File: config.mk
export PLATFORM = sky130hd
export DESIGN_NAME = aer_event_encoder
export DESIGN_NICKNAME = d
export VERILOG_FILES = /design/src/rtl/aer_event_encoder.sv
export SDC_FILE = /design/constraint.sdc
export NUM_CORES = 1
export LEC_CHECK = 0
export ABC_AREA = 1
export ABC_CLOCK_PERIOD_IN_PS = 5700
export CORE_UTILIZATION = 44
export DETAILED_ROUTE_END_ITERATION = 8
export GPL_ROUTABILITY_DRIVEN = 0
export PLACE_DENSITY_LB_ADDON = 0.08
export SYNTH_ARGS = -nofsm -noshare
export SYNTH_HDL_FRONTEND = slang
export SYNTH_SLANG_ARGS = --single-unit
export TNS_END_PERCENT = 10
File: constraint.sdc
create_clock -name clk -period 5.7 [get_ports clk]
set_clock_uncertainty 0.05 [all_clocks]
set_input_delay 1.425 -clock clk [delete_from_list [all_inputs] [get_ports clk]]
set_output_delay 1.425 -clock clk [all_outputs]
set_load 0.01 [all_outputs]
File: src/rtl/aer_event_encoder.sv
// aer_event_encoder: captures spike events on four lines, arbitrates them
// round-robin and sends each one as a four-symbol dual-rail RTZ frame
// (delimiter, channel, direction, delimiter). Every symbol completes a
// 4-phase handshake with the receiver's ack.
// Ports:
//   clk, reset (async, active-low)
//   Ch1Up/Ch1Down/Ch2Up/Ch2Down : one-cycle event pulses (one event per high cycle)
//   ack                         : asynchronous receiver acknowledge
//   Bit0/Bit1                   : registered dual-rail symbol outputs
//   busy                        : a frame is in flight
//   timeout_err                 : sticky ack-phase timeout flag
//   drop_count                  : saturating count of events lost on an already-pending line
module aer_event_encoder #(
  parameter int SYNC_STAGES = 2,
  parameter int ACK_TIMEOUT = 1024,
  parameter int COUNT_W     = 8
) (
  input  logic               clk,
  input  logic               reset,
  input  logic               Ch1Up,
  input  logic               Ch1Down,
  input  logic               Ch2Up,
  input  logic               Ch2Down,
  input  logic               ack,
  output logic               Bit0,
  output logic               Bit1,
  output logic               busy,
  output logic               timeout_err,
  output logic [COUNT_W-1:0] drop_count
);

  typedef enum logic [1:0] {S_IDLE, S_DRIVE, S_RTZ, S_RECOVER} state_t;

  localparam int              TO_W    = (ACK_TIMEOUT < 2) ? 1 : $clog2(ACK_TIMEOUT + 1);
  localparam logic [TO_W-1:0] TO_LAST = (ACK_TIMEOUT == 0) ? '0 : TO_W'(ACK_TIMEOUT - 1);
  localparam logic            TO_EN   = (ACK_TIMEOUT != 0);

  // Line index: 0 Ch1Up, 1 Ch1Down, 2 Ch2Up, 3 Ch2Down.
  // Bit 1 of the index is the channel bit, bit 0 the direction bit.
  logic [3:0]             w_ev;
  logic [SYNC_STAGES-1:0] r_ack_sync;
  logic                   w_ack;

  state_t               r_state, w_state_nxt;
  logic [1:0]           r_sym, w_sym_nxt;
  logic [1:0]           r_line, w_line_nxt;
  logic [1:0]           r_bits, w_bits_nxt;
  logic [1:0]           r_ptr, w_ptr_nxt;
  logic                 r_err, w_err_nxt;
  logic [TO_W-1:0]      r_cnt, w_cnt_nxt;
  logic                 w_to;
  logic [3:0]           r_pend;
  logic [COUNT_W-1:0]   r_drop;

  logic                 w_any_vld;
  logic                 w_gnt;
  logic [1:0]           w_gnt_idx;
  logic [3:0]           w_gnt_mask;
  logic [3:0]           w_drop;
  logic [2:0]           w_ndrop;
  logic [COUNT_W+2:0]   w_sum;

  assign w_ev  = {Ch2Down, Ch2Up, Ch1Down, Ch1Up};
  assign w_ack = r_ack_sync[SYNC_STAGES-1];

  always_ff @(posedge clk or negedge reset) begin
    if (!reset) r_ack_sync <= '0;
    else        r_ack_sync <= {r_ack_sync[SYNC_STAGES-2:0], ack};
  end

  // Round-robin search starting at the line after r_ptr. Scanning from the
  // farthest candidate down lets the nearest pending line win.
  always_comb begin
    w_any_vld = 1'b0;
    w_gnt_idx = r_ptr;
    for (int k = 4; k >= 1; k--) begin
      if (r_pend[r_ptr + 2'(k)]) begin
        w_any_vld = 1'b1;
        w_gnt_idx = r_ptr + 2'(k);
      end
    end
  end

  assign w_gnt      = (r_state == S_IDLE) && w_any_vld;
  assign w_gnt_mask = w_gnt ? (4'b0001 << w_gnt_idx) : 4'b0000;
  // A pulse on the line being granted re-arms it rather than counting as lost.
  assign w_drop     = w_ev & r_pend & ~w_gnt_mask;
  assign w_ndrop    = 3'(w_drop[0]) + 3'(w_drop[1]) + 3'(w_drop[2]) + 3'(w_drop[3]);
  assign w_sum      = (COUNT_W+3)'(r_drop) + (COUNT_W+3)'(w_ndrop);

  assign w_to = TO_EN && (r_cnt == TO_LAST);

  function automatic logic [1:0] f_code(input logic [1:0] sym, input logic [1:0] line);
    case (sym)
      2'd1:    f_code = {line[1], ~line[1]};
      2'd2:    f_code = {line[0], ~line[0]};
      default: f_code = 2'b11;
    endcase
  endfunction

  always_comb begin
    w_state_nxt = r_state;
    w_sym_nxt   = r_sym;
    w_line_nxt  = r_line;
    w_bits_nxt  = r_bits;
    w_ptr_nxt   = r_ptr;
    w_err_nxt   = r_err;
    case (r_state)
      S_IDLE: begin
        if (w_gnt) begin
          w_state_nxt = S_DRIVE;
          w_sym_nxt   = 2'd0;
          w_line_nxt  = w_gnt_idx;
          w_ptr_nxt   = w_gnt_idx;
          w_bits_nxt  = 2'b11;
        end
      end
      S_DRIVE: begin
        if (w_ack) begin
          w_bits_nxt  = 2'b00;
          w_state_nxt = S_RTZ;
        end else if (w_to) begin
          w_bits_nxt  = 2'b00;
          w_err_nxt   = 1'b1;
          w_state_nxt = S_RECOVER;
        end
      end
      S_RTZ: begin
        if (!w_ack) begin
          if (r_sym == 2'd3) begin
            w_state_nxt = S_IDLE;
          end else begin
            w_sym_nxt   = r_sym + 2'd1;
            w_bits_nxt  = f_code(r_sym + 2'd1, r_line);
            w_state_nxt = S_DRIVE;
          end
        end else if (w_to) begin
          w_bits_nxt  = 2'b00;
          w_err_nxt   = 1'b1;
          w_state_nxt = S_RECOVER;
        end
      end
      S_RECOVER: begin
        // Aborted event is simply discarded once the receiver lets go of ack.
        if (!w_ack) w_state_nxt = S_IDLE;
      end
      default: w_state_nxt = S_IDLE;
    endcase
  end

  // Phase timer restarts on every entry to DRIVE or RTZ.
  always_comb begin
    w_cnt_nxt = '0;
    if ((w_state_nxt == r_state) && ((r_state == S_DRIVE) || (r_state == S_RTZ)))
      w_cnt_nxt = r_cnt + 1'b1;
  end

  always_ff @(posedge clk or negedge reset) begin
    if (!reset) begin
      r_state <= S_IDLE;
      r_sym   <= '0;
      r_line  <= '0;
      r_bits  <= '0;
      r_ptr   <= 2'd3;
      r_err   <= 1'b0;
      r_cnt   <= '0;
      r_pend  <= '0;
      r_drop  <= '0;
    end else begin
      r_state <= w_state_nxt;
      r_sym   <= w_sym_nxt;
      r_line  <= w_line_nxt;
      r_bits  <= w_bits_nxt;
      r_ptr   <= w_ptr_nxt;
      r_err   <= w_err_nxt;
      r_cnt   <= w_cnt_nxt;
      r_pend  <= (r_pend & ~w_gnt_mask) | w_ev;
      if (w_sum[COUNT_W+2:COUNT_W] != 3'd0) r_drop <= '1;
      else                                  r_drop <= w_sum[COUNT_W-1:0];
    end
  end

  assign Bit0        = r_bits[0];
  assign Bit1        = r_bits[1];
  assign busy        = (r_state != S_IDLE);
  assign timeout_err = r_err;
  assign drop_count  = r_drop;

endmodule
# --- After elaboration in Yosys (flattened, before gate mapping) ---
# Cells that the tools add are included.
word_totals:
  ram_bits: 0
  out_inout_bits: 12
  register_bits: 36
  memories: 0
  rom_bits: 0
  latchBits: 0
  wordCells: 98
op_classes:
  n_reduce_logical: 13
  n_bitwise: 7
  div_mod_pow: 0
  addsub: 9
  n_eq_ne: 14
  n_mul: 0
  order_cmp: 4
  n_mux: 40
  n_shift: 1
ops:
  columns: ["op", "count"]
  rows:
  - ["two-way mux 2 bit", 16]
  - ["AND 4 bit", 3]
  - ["< comparator 2 x 3 -> 1 bit (second input constant)", 4]
  - ["two-way mux 1 bit", 12]
  - ["adder 11 x 1 -> 11 bit (second input constant)", 1]
  - ["== test 11 x 10 -> 1 bit (second input constant)", 1]
  - ["two-way mux 11 bit", 1]
  - ["!= test 2 bit (second input constant)", 5]
  - ["adder 8 x 3 -> 9 bit", 1]
  - ["binary-select mux 1 bit (select 2 bit)", 4]
  - ["== test 2 bit (second input constant)", 4]
  - ["two-way mux 8 bit", 1]
  - ["case mux 2 bit (2 select lines)", 2]
  - ["case mux 2 bit (4 select lines)", 1]
  - ["case mux 2 bit (3 select lines)", 1]
  - ["AND reduction 3 bit", 2]
  - ["nonzero test 2 bit", 3]
  - ["nonzero test 3 bit", 2]
  - ["adder 2 x 1 -> 2 bit (second input constant)", 2]
  - ["adder 2 bit (second input constant)", 2]
  - ["== test 2 x 1 -> 1 bit (second input constant)", 2]
  - ["two-way mux 4 bit", 1]
  - ["NOT 4 bit", 1]
  - ["bitwise OR 4 bit", 1]
  - ["other kinds (13)", 15]

# --- Depth between registers and ports, before layout ---
# Gate-level depths: netlist (run 1).
depth:
  depth_word: 16
  mapped_depth: 21

# --- Worst setup path after synthesis (run 1) ---
# Ideal clock, no wire load.
synth_timing:
  path_type: "input -> register"
  from: "input Ch1Up"
  to: "register r_drop[1] (netlist: drop_count[1])"
  slack_ps: 2349
  t_arrival_ps: 3174
  stages: 6
  setup_ps: 127
  n_path_buf: 0
  cell_sequence: "nand3_1 > fa_1 > fa_1 > inv_1 > fa_1 > or2_2"
synth_between:
  elab_chain_len: 8
synth_rtl:
  columns: ["element", "line", "source"]
  rows:
  - ["start, declared", "20", "input logic Ch1Up,"]
  - ["AND 4 bit * (2 in series)", "87", "assign w_drop = w_ev & r_pend & ~w_gnt_mask;"]
  - ["adder 1 x 1 -> 2 bit *", "88", "assign w_ndrop = 3'(w_drop[0]) + 3'(w_drop[1]) + 3'(w_drop[2]) + 3'(w_drop[3]);"]
  - ["adder 2 x 1 -> 3 bit *", "88", null]
  - ["adder 3 x 1 -> 3 bit *", "88", null]
  - ["adder 8 x 3 -> 9 bit *", "89", "assign w_sum = (COUNT_W+3)'(r_drop) + (COUNT_W+3)'(w_ndrop);"]
  - ["nonzero test 3 bit", "178", "if (w_sum[COUNT_W+2:COUNT_W] != 3'd0) r_drop <= '1;"]
  - ["two-way mux 8 bit *", "178", null]
  - ["end signal, assigned", "179", "else r_drop <= w_sum[COUNT_W-1:0];"]
  - ["end, declared", "53", "logic [COUNT_W-1:0] r_drop;"]
# Every way passes the cells marked *; elsewhere a longest branch is shown, timed or not.
# A chain may end at the register's enable or synchronous reset.

# --- Worst setup path in the final report (run 1) ---
layout_timing:
  from: "input Ch1Up"
  to: "register r_drop[3] (netlist: drop_count[3])"
# The elaborated chain is that of the path after synthesis.

==> impl_metrics.env, run 1 <==
export IMPL_crit_path_start_kind="input pin"
export IMPL_fp_dieH_um=73.1
export IMPL_ys_ff_latch=36
export IMPL_post_route_drc_count=0
export IMPL_critical_path_max_stage_delay_ns=0.49
export IMPL_hold_buffers=0
export IMPL_seq_area_frac_synth=0.406
export IMPL_slew_headroom=0.477
export IMPL_grt_max_degree=37
export IMPL_status="completed"
export IMPL_clkLatencyLatePin_ns=0.28
export IMPL_port_buffers=18
export IMPL_crit_type="input pin to register"
export IMPL_antenna_found_initial=0
export IMPL_max_freq_mhz=277
export IMPL_vdd_drop_max_mv=0.323
export IMPL_p_per_area_mw_per_mm2=571
export IMPL_syn_area_per_cell_sq_um=8.24
export IMPL_ys_warn_count=0
export IMPL_synth_top_cell_by_area="dfrtp_1"
export IMPL_fin_area_sq_mm=0.00256
export IMPL_cts_max_path_buffers=2
export IMPL_totalNegativeSetupSlack_ns=0
export IMPL_num_rows=25
export IMPL_dr_pass1_iters=4
export IMPL_cts_tree="built"
export IMPL_die_w_um=73.1
export IMPL_grt_usage=0.165
export IMPL_switching_share=0.458
export IMPL_p_switching_mw=0.669
export IMPL_synthTopCellsByArea="dfrtp_1 (38%), nand2_1 (9.6%), inv_1 (6.6%)"
export IMPL_tightest_slew_ns=0.784
export IMPL_ys_types=34
export IMPL_setup_viol=0
export IMPL_grt_pass1_vias=1543
export IMPL_clk_pin_slew_ns=0.07
export IMPL_antennaDiodeCount=0
export IMPL_power_frac_comb=0.555
export IMPL_core_area_sq_mm=0.00479
export IMPL_hold_path_class="register to register"
export IMPL_overflow=0
export IMPL_ctsHtreeMaxLevel=2
export IMPL_finalHoldViolations=0
export IMPL_cpMostUsedCell="fa_1"
export IMPL_layout_nets=311
export IMPL_p_int_mw=0.793
export IMPL_antenna_left=0
export IMPL_cts_root_buf="clkbuf_8"
export IMPL_io_pins=19
export IMPL_fin_crit_sh=0.633
export IMPL_worst_r2r_setup_slack_ns=2.11
export IMPL_grt_pass1_wl_mm=6.69
export IMPL_vias_per_cell=4.69
export IMPL_syn_inst=270
export IMPL_finalPower_mw=1.46
export IMPL_p_leak_nw=1.20
export IMPL_place_area_sq_mm=0.00245
export IMPL_crit_required_ns=5.86
export IMPL_synth_net_count=289
export IMPL_cp_slowest_cell="fa_1"
export IMPL_crit_path_end_kind="register"
export IMPL_pwr_share_seq=0.292
export IMPL_drive_gt1_frac=0.160
export IMPL_maxCapViolations=0
export IMPL_hpwlAfterDp_mm=2.84
export IMPL_vias=1690
export IMPL_clkPwrFrac=0.153
export IMPL_maxSlewViolCount=0
export IMPL_cp_arrival_ns=3.77
export IMPL_min_period_ns=3.61
export IMPL_postCtsResizedCells=0
export IMPL_syn_to_final_growth_pct=15.1
export IMPL_start_util=0.465
export IMPL_routed_wirelength_mm=3.86
export IMPL_path_max_fanout=5
export IMPL_die_area_sq_mm=0.00534
export IMPL_post_cts_setup_buffers=0
export IMPL_netlist_area_leader_share=0.382
export IMPL_cts_sinks=36
export IMPL_rsz0062_at_grt="no"
export IMPL_path_cells="clkdlybuf4s50_1 -> nand3_1 -> fa_1 -> fa_1 -> inv_1 -> fa_1 -> nand2_1 -> nor3_1 -> inv_1 -> o21ai_0"
export IMPL_drt_initial_drc_count=87
export IMPL_syn_area_sq_mm=0.00222
export IMPL_avgRoutedWirePerCell_um=10.7
export IMPL_cts_buffers=5
==> per-stage QoR <==
step,utilization,worst slack [ns],hold WS [ns],cells
after CTS,0.535,2.10,0.315,360
after floorplan,-,2.35,0.281,270
after detailed placement,0.512,1.78,0.293,352
final,0.535,2.09,0.308,360
after global placement,0.512,1.80,0.282,352
after global routing,0.535,1.73,0.323,360
==> layout by cell type, fill, tap and decap left out, drive strengths merged, types with 4 or more instances in the layout <==
cell / count
nand2: 64
o21ai: 26
ha: 9
clkbuf: 5
nor2: 23
nand3: 28
xor2: 4
dfrtp: 34
clkdlybuf4s50: 17
nor3: 14
inv: 42
==> final cells by class <==
| type | instances | area (sq um) |
|---|---|---|
| inverters | 44 | 165 |
| clock buffers | 5 | 68.8 |
| clock inverters | 3 | 42.5 |
| repair buffers | 18 | 175 |
| multi-input cells | 187 | 1120 |
| flip-flops and latches | 36 | 903 |
| well taps | 67 | 83.8 |
| fillers | 469 | 2220 |
==> metal layers <==
layer,track usage,wire length [um]
met1,0.219,1950
met2,0.263,1720
met3,0.0373,132
met4,0.0588,53
met5,0,0
==> sequential cells by signal, summed over array words and instances, names as in the netlist <==
| signal | cells |
|---|---|
| drop_count | 8 |
| r_ack_sync | 2 |
| r_bits | 2 |
| r_cnt | 11 |
| r_line | 2 |
| r_pend | 4 |
| r_ptr | 2 |
| r_state | 2 |
| r_sym | 2 |
| timeout_err | 1 |
==> power by group through the flow <==
stage          sequential [mW]  clock, mW  combinational [mW]
2_1_floorplan            0.424          0               0.636
3_3_place_gp             0.431          0               0.814
3_5_place_dp             0.429          0               0.823
4_1_cts                  0.427      0.231               0.824
5_1_grt                  0.439      0.240               0.943
6_report                 0.427      0.224               0.812
==> final timing paths <==
check                                 to           from  cells after the start
max                        drop_count[3]          Ch1Up                     10
min in group asynchronous    timeout_err          reset                      1
min reg2reg                r_ack_sync[1]  r_ack_sync[0]                      0
min                        r_ack_sync[1]  r_ack_sync[0]                      0
max in group asynchronous     r_state[1]          reset                      1
max reg2reg                drop_count[3]     r_state[0]                     14
==> synth_stat cells (all sizes together) <==
cell	count
dfrtp	34
a22o	1
xnor2	3
clkinv	2
nor2	23
nand3	28
a221oi	1
ha	9
fa	3
a22oi	1
nand3b	1
a21oi	3
dfstp	2
xor2	4
nand2	64
and2	2
o21bai	1
a31o	1
o21ai	26
a21boi	1
buf	3
inv	42
nor3	14
or2	1
==> critical path, delay by kind of cell <==
| family | cells | cell delay, ns |
|---|---|---|
| and+or+nand+nor | 3 | 0.46 |
| AOI/OAI and AO/OA | 1 | 0.09 |
| buffers and inverters | 3 | 0.67 |
| adders and majority gates | 3 | 1.11 |
==> kinds of logic (layout without fill, tap and decap cells) <==
kind of cell / Yosys count / after routing / share of synthesized area
xor+xnor: 7 / 7 / 0.0276
fa+ha+maj: 12 / 12 / 0.0776
flops: 36 / 36 / 0.406
simple gates: 133 / 133 / 0.309
buf+inv: 47 / 70 / 0.0894
compound gates: 35 / 35 / 0.0906
No activity file was read; power rests on OpenSTA's default activity.
==> run 2, diff against run 1 <==
--- a/config.mk
+++ b/config.mk
@@ -6,7 +6,7 @@
 export NUM_CORES = 1
 export LEC_CHECK = 0
 export ABC_AREA = 1
-export ABC_CLOCK_PERIOD_IN_PS = 5700
+export ABC_CLOCK_PERIOD_IN_PS = 3750
 export CORE_UTILIZATION = 44
 export DETAILED_ROUTE_END_ITERATION = 8
 export GPL_ROUTABILITY_DRIVEN = 0
==> constraint.sdc (replaced) <==
create_clock -name clk -period 3.75 [get_ports clk]
set_clock_uncertainty 0.05 [all_clocks]
set_input_delay 0.9375 -clock clk [delete_from_list [all_inputs] [get_ports clk]]
set_output_delay 0.9375 -clock clk [all_outputs]
set_load 0.01 [all_outputs]
==> impl_metrics.env, run 2 (synthesis results as in run 1) <==
export IMPL_cts_sinks=36
export IMPL_largest_reg_flops=11
export IMPL_antenna_found_initial=0
export IMPL_p_int_mw=1.16
export IMPL_antennaDiodeCount=0
export IMPL_grt_pass1_vias=1534
export IMPL_mostFrequentLayoutCells="nand2_1 (57), inv_1 (39), dfrtp_1 (34)"
export IMPL_antenna_left=0
export IMPL_largest_register="r_cnt"
export IMPL_layout_nets=313
export IMPL_drive_gt1_frac=0.169
export IMPL_crit_path_end_kind="register"
export IMPL_crit_required_ns=3.90
export IMPL_fin_crit_sh=0.913
export IMPL_post_route_drc_count=0
export IMPL_crit_type="register to register"
export IMPL_drt_initial_drc_count=68
export IMPL_maxCapViolations=0
export IMPL_post_cts_setup_buffers=0
export IMPL_finalHoldViolations=0
export IMPL_die_w_um=73.1
export IMPL_dr_pass1_iters=4
export IMPL_ctsHtreeMaxLevel=2
export IMPL_die_area_sq_mm=0.00534
export IMPL_min_period_ns=3.42
export IMPL_cts_buffers=5
export IMPL_crit_path_start_kind="register"
export IMPL_finalPower_mw=2.18
export IMPL_vias_per_cell=4.73
export IMPL_io_pins=19
export IMPL_tightest_slew_ns=0.813
export IMPL_cts_tree="built"
export IMPL_rsz0062_at_grt="no"
export IMPL_maxSlewViolCount=0
export IMPL_avgRoutedWirePerCell_um=10.7
export IMPL_power_frac_comb=0.578
export IMPL_final_common_cell="nand2_1"
export IMPL_hpwlAfterDp_mm=2.87
export IMPL_grt_max_degree=37
export IMPL_vdd_drop_max_mv=0.429
export IMPL_clkPwrFrac=0.125
export IMPL_p_per_area_mw_per_mm2=853
export IMPL_num_rows=25
export IMPL_switching_share=0.470
export IMPL_path_max_fanout=13
export IMPL_syn_to_final_growth_pct=15.0
export IMPL_grt_pass1_wl_mm=6.86
export IMPL_slew_headroom=0.458
export IMPL_status="completed"
export IMPL_cts_root_buf="clkbuf_8"
export IMPL_core_area_sq_mm=0.00479
export IMPL_vias=1711
export IMPL_pwr_share_seq=0.298
export IMPL_port_buffers=18
export IMPL_routed_wirelength_mm=3.86
export IMPL_clk_pin_slew_ns=0.08
export IMPL_clkLatencyLatePin_ns=0.29
export IMPL_p_switching_mw=1.02
export IMPL_totalNegativeSetupSlack_ns=0
export IMPL_fp_dieH_um=73.1
export IMPL_setup_viol=0
export IMPL_hold_path_class="register to register"
export IMPL_overflow=0
export IMPL_grt_usage=0.170
export IMPL_cts_max_path_buffers=2
export IMPL_max_freq_mhz=292
export IMPL_start_util=0.465
export IMPL_cp_arrival_ns=3.58
export IMPL_p_leak_nw=1.20
==> run 2: cell types whose count changed in the layout (fill, tap and decap cells not counted), sizes merged <==
cell,delta
buf,+2
clkinvlp,-1
bufinv,-1
clkinv,+2
==> run 2: area by class of cell <==
| class | instances | area [sq um] |
|---|---|---|
| fill | 486 | 2230 |
| tap | 67 | 83.8 |
| sequential | 36 | 903 |
| multi-input combinational | 187 | 1130 |
| inverter | 44 | 165 |
| clock inverter | 3 | 18.8 |
| clock buffer | 5 | 68.8 |
| timing repair buffer | 20 | 190 |
==> run 2: worst paths after layout <==
path / slack, ns / to / depth (start not counted) / startpoint
max in group asynchronous: 2.44 / r_pend[3] / 1 / reset
max reg2reg: 0.33 / drop_count[6] / 18 / r_ptr[0]
min in group asynchronous: 0.69 / r_sym[1] / 1 / reset
min: 0.32 / r_ack_sync[1] / 0 / r_ack_sync[0]
min reg2reg: 0.32 / r_ack_sync[1] / 0 / r_ack_sync[0]
max: 0.33 / drop_count[6] / 18 / r_ptr[0]
==> run 2: critical path: stages, from the launching register on <==
cell and delay [ns]:
dfstp_2 0.66, xnor2_1 0.19, inv_1 0.08, nand2_1 0.08
o21ai_0 0.08, inv_1 0.05, nand2_1 0.04, nand2_1 0.09
inv_1 0.07, nand3_1 0.12, nand3_1 0.10, fa_1 0.47
fa_1 0.45, inv_1 0.08, fa_1 0.18, nand2_1 0.13
nor3_1 0.23, o21ai_0 0.11, o21ai_0 0.09
==> run 2: repair_timing <==
item	CTS	global route
setup endpoints to repair	0	5
hold buffers	0	0
resized for setup	0	1
==> run 2: metrics by stage <==
step / instance area (sq um) / worst slack (ns) / util / hold WS [ns] / std cells
after floorplan: 2220 / 0.464 / - / 0.281 / 270
after global placement: 2460 / 0.357 / 0.515 / 0.286 / 354
after detailed placement: 2460 / 0.272 / 0.515 / 0.290 / 354
after CTS: 2550 / 0.287 / 0.533 / 0.321 / 362
after global routing: 2560 / 0.00857 / 0.534 / 0.331 / 362
final: 2560 / 0.327 / 0.534 / 0.316 / 362
==> run 2: metal layers <==
metal	wire, um	global-route usage
met3	133	0.0373
met5	0	0
met2	1710	0.249
met4	40	0.0784
met1	1980	0.239
==> run 2: power by group through the flow <==
stage	registers, mW	logic [mW]	clock network (mW)
floorplan	0.645	0.967	0
global placement	0.654	1.26	0
detailed placement	0.652	1.28	0
CTS	0.649	1.27	0.288
global route	0.670	1.46	0.300
finish	0.649	1.26	0.272
==> run 3, diff against run 2 <==
--- a/config.mk
+++ b/config.mk
@@ -7,10 +7,12 @@
 export LEC_CHECK = 0
 export ABC_AREA = 1
 export ABC_CLOCK_PERIOD_IN_PS = 3750
-export CORE_UTILIZATION = 44
+export CAP_MARGIN = 20
+export CORE_UTILIZATION = 40
 export DETAILED_ROUTE_END_ITERATION = 8
 export GPL_ROUTABILITY_DRIVEN = 0
 export PLACE_DENSITY_LB_ADDON = 0.08
+export SLEW_MARGIN = 20
 export SYNTH_ARGS = -nofsm -noshare
 export SYNTH_HDL_FRONTEND = slang
 export SYNTH_SLANG_ARGS = --single-unit
==> impl_metrics.env, run 3 (synthesis results as in run 1) <==
export IMPL_grt_pass1_wl_mm=7.08
export IMPL_cts_root_buf="clkbuf_8"
export IMPL_die_w_um=76.6
export IMPL_grt_pass1_vias=1622
export IMPL_post_route_drc_count=0
export IMPL_path_max_fanout=13
export IMPL_antenna_left=0
export IMPL_ff_latch_area_sq_um=903
export IMPL_max_freq_mhz=290
export IMPL_instances_no_fill=364
export IMPL_antennaDiodeCount=0
export IMPL_hold_buffers=0
export IMPL_syn_to_final_growth_pct=15.3
export IMPL_final_common_cell="nand2_1"
export IMPL_num_rows=26
export IMPL_min_period_ns=3.45
export IMPL_hpwlAfterDp_mm=3.03
export IMPL_cts_sinks=36
export IMPL_p_switching_mw=1.03
export IMPL_p_int_mw=1.19
export IMPL_clkPwrFrac=0.135
export IMPL_switching_share=0.465
export IMPL_drive_gt1_frac=0.163
export IMPL_crit_required_ns=3.90
export IMPL_grt_max_degree=37
export IMPL_postCtsResizedCells=0
export IMPL_cts_max_path_buffers=2
export IMPL_clkLatencyLatePin_ns=0.29
export IMPL_cts_tree="built"
export IMPL_crit_type="register to register"
export IMPL_post_place_cells=357
export IMPL_fp_dieH_um=76.6
export IMPL_port_buffers=18
export IMPL_core_area_sq_mm=0.00524
export IMPL_rsz0062_at_grt="no"
export IMPL_dr_pass1_iters=4
export IMPL_vdd_drop_max_mv=0.447
export IMPL_finalHoldViolations=0
export IMPL_maxSlewViolCount=0
export IMPL_place_area_sq_mm=0.00247
export IMPL_overflow=0
export IMPL_multiInputGateArea_sq_mm=0.00112
export IMPL_totalNegativeSetupSlack_ns=0
export IMPL_drt_initial_drc_count=86
export IMPL_fin_area_sq_mm=0.00256
export IMPL_avgRoutedWirePerCell_um=11.3
export IMPL_post_cts_setup_buffers=0
export IMPL_die_area_sq_mm=0.00586
export IMPL_largest_register="r_cnt"
export IMPL_p_per_area_mw_per_mm2=867
export IMPL_ctsHtreeMaxLevel=2
export IMPL_mostFrequentLayoutCells="nand2_1 (57), inv_1 (39), dfrtp_1 (34)"
export IMPL_io_pins=19
export IMPL_vias_per_cell=4.74
export IMPL_pwr_share_seq=0.291
export IMPL_cp_arrival_ns=3.60
export IMPL_start_util=0.425
export IMPL_largest_reg_flops=11
export IMPL_setup_viol=0
export IMPL_maxCapViolations=0
export IMPL_status="completed"
export IMPL_antenna_found_initial=0
export IMPL_layout_nets=313
export IMPL_crit_path_start_kind="register"
export IMPL_power_frac_comb=0.574
export IMPL_fillers=528
export IMPL_slew_headroom=0.445
export IMPL_crit_path_end_kind="register"
export IMPL_holdWs_ns=0.311
export IMPL_p_leak_nw=1.20
export IMPL_grt_usage=0.152
export IMPL_tightest_slew_ns=0.833
export IMPL_routed_wirelength_mm=4.13
export IMPL_fin_crit_sh=0.920
export IMPL_cts_buffers=5
export IMPL_vias=1724
export IMPL_hold_path_class="register to register"
export IMPL_clk_pin_slew_ns=0.07
==> run 3: changes by cell type in the layout (fill, tap and decap cells not counted) <==
cell	delta
nor3_1	+1
nor3_2	-1
clkinv_2	-2
clkbuf_8	+2
clkinv_4	-1
==> run 3: worst max-delay path, stage by stage, from the launching register on <==
cell and delay, ns:
dfstp_2 0.66, xnor2_1 0.18, inv_1 0.09, nand2_1 0.08, nand2_1 0.06, inv_2 0.07
nand2_2 0.06, nand2_1 0.05, nand2_1 0.07, nand3_1 0.10, nand3_1 0.10, fa_1 0.50
fa_1 0.44, inv_1 0.08, fa_1 0.19, nand2_1 0.12, nor3_1 0.24, inv_1 0.12
o21ai_0 0.09
==> run 3: metal layers <==
| metal | global-route usage | vias to the layer above | share of wire |
|---|---|---|---|
| met4 | 0.0500 | 0 | 0.013 |
| met2 | 0.243 | 20 | 0.46 |
| met1 | 0.200 | 791 | 0.50 |
| met3 | 0.0395 | 6 | 0.028 |
| li1 | - | 907 | - |
| met5 | 0 | - | 0 |
==> run 3: worst paths after layout <==
path	startpoint	endpoint	slack [ns]	depth (start not counted)
setup / recovery	r_ptr[0]	drop_count[2]	0.30	18
hold / removal	r_ack_sync[0]	r_ack_sync[1]	0.31	0
setup reg to reg	r_ptr[0]	drop_count[2]	0.30	18
hold reg to reg	r_ack_sync[0]	r_ack_sync[1]	0.31	0
max in group asynchronous	reset	drop_count[6]	2.43	1
min in group asynchronous	reset	timeout_err	0.70	1
==> run 3: through the flow <==
stage	utilization	setup WS (ns)	power [mW]
after global placement	0.471	0.354	1.93
after floorplan	-	0.464	1.61
after detailed placement	0.471	0.305	1.93
final	0.490	0.300	2.22
after CTS	0.490	0.315	2.24
after global routing	0.490	0.0274	2.44
==> run 3: power groups by stage <==
stage	Combinational, mW	Clock (mW)	Sequential, mW
floorplan	0.967	0	0.645
global placement	1.27	0	0.656
detailed placement	1.28	0	0.651
CTS	1.29	0.309	0.647
global route	1.45	0.327	0.669
finish	1.28	0.300	0.646
==> run 3: area by class of cell <==
cell class,count,share of cell area
Tap cell,70,0.0341
Sequential cell,36,0.352
Timing Repair Buffer,20,0.0741
Multi-Input combinational cell,187,0.438
Inverter,44,0.0644
Clock buffer,7,0.0376
